$ cat config.mk
export PLATFORM = sky130hd
export DESIGN_NAME = instr_fetch
export DESIGN_NICKNAME = d
export VERILOG_FILES = /design/src/rtl/instr_fetch.sv
export SDC_FILE = /design/constraint.sdc
export NUM_CORES = 1
export LEC_CHECK = 0
export ABC_AREA = 1
export CELL_PAD_IN_SITES_DETAIL_PLACEMENT = 0
export CELL_PAD_IN_SITES_GLOBAL_PLACEMENT = 2
export CORE_UTILIZATION = 24
export DETAILED_ROUTE_END_ITERATION = 6
export MAX_ROUTING_LAYER = met4
export PLACE_DENSITY = 0.78
export SLEW_MARGIN = 30
export SYNTH_ARGS = -nofsm -noshare
export SYNTH_HDL_FRONTEND = slang
export SYNTH_SLANG_ARGS = --single-unit
$ cat constraint.sdc
create_clock -name Clk -period 2.2 [get_ports Clk]
set_clock_uncertainty 0.1 [all_clocks]
set_input_delay 0.33 -clock Clk [delete_from_list [all_inputs] [get_ports Clk]]
set_output_delay 0.33 -clock Clk [all_outputs]
set_load 0.005 [all_outputs]
$ cat src/rtl/instr_fetch.sv
// Instruction fetch sequencer: owns the PC, drives the instruction memory and
// presents one latched instruction per two cycles to the control decoder.
module instr_fetch #(
    parameter int                PC_W    = 10,
    parameter int                IW      = 9,
    parameter int                OPW     = 4,
    parameter logic [PC_W-1:0]   LAST_PC = '1
) (
    input  logic              Clk,
    input  logic              Reset,
    input  logic              Start,
    input  logic              Stall,
    input  logic              Branch,
    input  logic              Zero,
    input  logic [PC_W-1:0]   Target,
    output logic [PC_W-1:0]   imem_addr,
    input  logic [IW-1:0]     imem_data,
    output logic [IW-1:0]     Instr,
    output logic [OPW-1:0]    Opcode,
    output logic              InstrValid,
    output logic [PC_W-1:0]   PC,
    output logic              Done
);

    typedef enum logic [1:0] {
        S_IDLE,
        S_WAIT,
        S_ISSUE,
        S_DONE
    } state_t;

    state_t            r_state;
    state_t            w_state_next;
    logic [PC_W-1:0]   r_pc;
    logic [PC_W-1:0]   w_pc_next;
    logic [IW-1:0]     r_instr;
    logic [IW-1:0]     w_instr_next;
    logic              r_valid;
    logic              w_valid_next;
    logic              r_done;
    logic              w_done_next;
    logic              w_taken;

    assign w_taken = Branch & Zero;

    always_ff @(posedge Clk or posedge Reset) begin
        if (Reset) begin
            r_state <= S_IDLE;
            r_pc    <= '0;
            r_instr <= '0;
            r_valid <= 1'b0;
            r_done  <= 1'b0;
        end else begin
            r_state <= w_state_next;
            r_pc    <= w_pc_next;
            r_instr <= w_instr_next;
            r_valid <= w_valid_next;
            r_done  <= w_done_next;
        end
    end

    always_comb begin
        w_state_next = r_state;
        w_pc_next    = r_pc;
        w_instr_next = r_instr;
        w_valid_next = r_valid;
        w_done_next  = r_done;
        case (r_state)
            S_IDLE: begin
                if (Start) begin
                    w_pc_next    = '0;
                    w_state_next = S_WAIT;
                end
            end
            S_WAIT: begin
                // Memory has had the PC as address for a full cycle; capture its word.
                w_instr_next = imem_data;
                w_valid_next = 1'b1;
                w_state_next = S_ISSUE;
            end
            S_ISSUE: begin
                if (!Stall) begin
                    w_valid_next = 1'b0;
                    // A taken branch always continues, even from the last address.
                    if (w_taken) begin
                        w_pc_next    = Target;
                        w_state_next = S_WAIT;
                    end else if (r_pc == LAST_PC) begin
                        w_done_next  = 1'b1;
                        w_state_next = S_DONE;
                    end else begin
                        w_pc_next    = r_pc + PC_W'(1);
                        w_state_next = S_WAIT;
                    end
                end
            end
            S_DONE: begin
                if (Start) begin
                    w_done_next  = 1'b0;
                    w_pc_next    = '0;
                    w_state_next = S_WAIT;
                end
            end
            default: begin
                w_state_next = S_IDLE;
            end
        endcase
    end

    assign imem_addr  = r_pc;
    assign PC         = r_pc;
    assign Instr      = r_instr;
    assign Opcode     = r_instr[IW-1 -: OPW];
    assign InstrValid = r_valid;
    assign Done       = r_done;

endmodule

==> metrics.txt <==
via/cell ratio 4.19; sequential area share after synthesis 38.8%; DR iter-0 viols 100; Fillers 650; max-cap violations 0; CP Launch Type flip-flop; total track usage 11.7%; NetSw 0.892 mW; worst-margin pin slew 0.443 ns; vias in the first global route 1165; core area 0.00596 mm²; Pre-antenna DRT Iters 4; Setup Slack @ Placement 0.293 ns; CTS H-tree lvls 1; synth warn 0; Ports 60; GPL Wtd Cong 0.755; antenna cells 0; CTS buffer count 3; WP data arrival 1.93 ns; internal power 1.49 mW; worst reg2reg setup slack 0.32 ns; grt total ovfl 0; initial antenna violation count 0; Final min period 1.88 ns; combinational power share 55.9%; sw frac 37.5%; ANT nets after route 0; area grow syn2layout 41.6%; Worst setup EP type flip-flop; Die H 80.7 µm; # rows 28; layout cells sized above 1 16.3%; slowest cell on the critical path dfrtp_1; CTS root buf clkbuf_8; Die W 80.7 µm; deepest clock path buffer count 2; RR Startpoint r_state[0]; Crit. Startpoint r_state[0]; Final #Nets 258; Clock Power Share 11.2%; total wire length 3590 µm; Synth top area share 38.8%; FMAX 532 MHz; Area contributors post-synth dfrtp_1, nand2_1, buf_4, mux2_2, nand3_1; wire per inst 11.9 µm; Setup Fix Bufs, Post-CTS 0; Final Hold Vio Count 0; Setup Viol. Count Final 0; placed cells 298; cell type with the highest aggregate area in the netlist dfrtp_1; Setup TNS 0 ns; required time worst endpoint 2.25 ns; outcome finished clean; Synth Register Bits 23; worst vdd ir 0.000510 V; clk_lat worst skew 0.26 ns; Final WS setup 0.319 ns; total clock sinks 23; pin count of the biggest net entering global routing 24; Critical Path Fanout Max 12; worst-path cell chain inv_1, ha_1, inv_1, o21ai_2, a21oi_2, nand2_2, nand2_1, o21ai_2; Initial Util 24.9%; Tcrit/Tclk final 85.5%; Pleak 0.896 nW; worst stage delay on the critical path 0.43 ns; DR DRC count 0; Slew Viols, Final 0; routed via count 1264; dpl hpwl 2640 µm; HP Class in -> async; WS Path Type reg -> reg; post-synthesis cell count 179; CTS tree built; final instance count without filler cells 302; Sequential Power Share 32.9%; P per Cell Area 1130 mW/mm²; RSZ-0062 raised after global routing false; Die ar. 0.00651 mm²; port buffer count 59; Worst slew margin 70.5%; Clk pin slew, worst setup/hold paths 0.08 ns; synthesized cell area 0.00149 mm²; syn_area_per_cell 8.30 µm²; Cell variety after synth 27; hold_buf cts 0; PostCTS Resize Cnt 0; Syn Nets 209; global-route wire length before repair 5680 µm
[placed cells by master, fill, tap and decap left out, types with 2 or more instances in the layout]
cell / synthesis / routed
o21ai_0: 6 / 6
nand2_2: 8 / 8
or2_2: 3 / 3
buf_4: 14 / 2
nand3_1: 17 / 17
nor2_1: 13 / 13
mux2_2: 9 / 9
nand4_2: 2 / 2
dfrtp_1: 23 / 23
clkbuf_8: 0 / 3
nor2_4: 2 / 2
o21bai_1: 2 / 2
nand2_1: 39 / 39
o21ai_2: 5 / 5
ha_1: 5 / 5
o21ai_1: 2 / 2
inv_1: 17 / 17
clkdlybuf4s50_1: 0 / 59
[cells in the mapped netlist, drive strengths merged]
| master | count |
|---|---|
| nand3 | 17 |
| o21bai | 2 |
| nor3 | 1 |
| or2 | 4 |
| mux2i | 1 |
| buf | 17 |
| a21oi | 2 |
| clkinv | 1 |
| nor2 | 15 |
| nand2 | 47 |
| nand4 | 2 |
| a22oi | 1 |
| a22o | 1 |
| mux2 | 9 |
| inv | 18 |
| ha | 5 |
| dfrtp | 23 |
| o21ai | 13 |
[power by group through the flow]
stage	sequential, mW	clock [mW]	combinational [mW]
2_1_floorplan	0.778	0	0.837
3_3_place_gp	0.790	0	1.34
3_5_place_dp	0.796	0	1.34
4_1_cts	0.788	0.274	1.35
5_1_grt	0.817	0.297	1.49
6_report	0.782	0.266	1.33
[per-stage QoR]
step	power [mW]	hold slack (ns)	instance area, µm²	utilization (%)
global placement	2.13	0.366	2060	34.6
finish	2.38	0.306	2100	35.3
CTS	2.41	0.322	2100	35.3
global route	2.60	0.344	2100	35.3
detailed placement	2.14	0.376	2060	34.6
floorplan	1.62	0.232	1490	-
[path summary, 6_finish.rpt]
| check | to | depth (start not counted) |
|---|---|---|
| worst min register to register | Done | 2 |
| worst max-delay path | PC[4] | 8 |
| max in group asynchronous | PC[8] | 3 |
| min in group Clk | Done | 2 |
| worst max register to register | PC[4] | 8 |
| worst min-delay path | Instr[0] | 3 |
[cell type report]
type                            count  area [µm²]  area share, %
Inverter                           19        72.6           3.45
Sequential cell                    23         576           27.4
Tap cell                           75        93.8           4.46
Timing Repair Buffer               61         606           28.8
Multi-Input combinational cell    120         711           33.8
Clock buffer                        4        45.0           2.14
[kinds of logic (layout without fill, tap and decap cells)]
kind of cell	count (synthesis)	after routing	share of synthesized area [%]
buf+inv	36	84	13.4
fa+ha+maj	5	5	4.21
flops	23	23	38.8
simple gates	86	86	27.5
compound gates	19	19	8.68
mux	10	10	7.50
[sequential cells by signal, indices dropped and copies added (netlist names)]
signal      count
r_state         2
InstrValid      1
Done            1
Instr           9
PC             10
[layer usage]
metal  global-route usage, %  vias up  wire length (µm)
met5                       -        -                 0
met4                    3.75        0                 0
met3                    1.93        0               298
met2                    17.4       51              1560
met1                    16.2      558              1740
li1                        -      655                 -
[worst max-delay path, delay by kind of cell (launching register included)]
kind	cells	cell delay, ns
AOI/OAI and AO/OA	3	0.32
adders and majority gates	1	0.33
buffers and inverters	2	0.21
DFF	1	0.43
and+or+nand+nor	2	0.36
(Power assumes the default switching activity.)
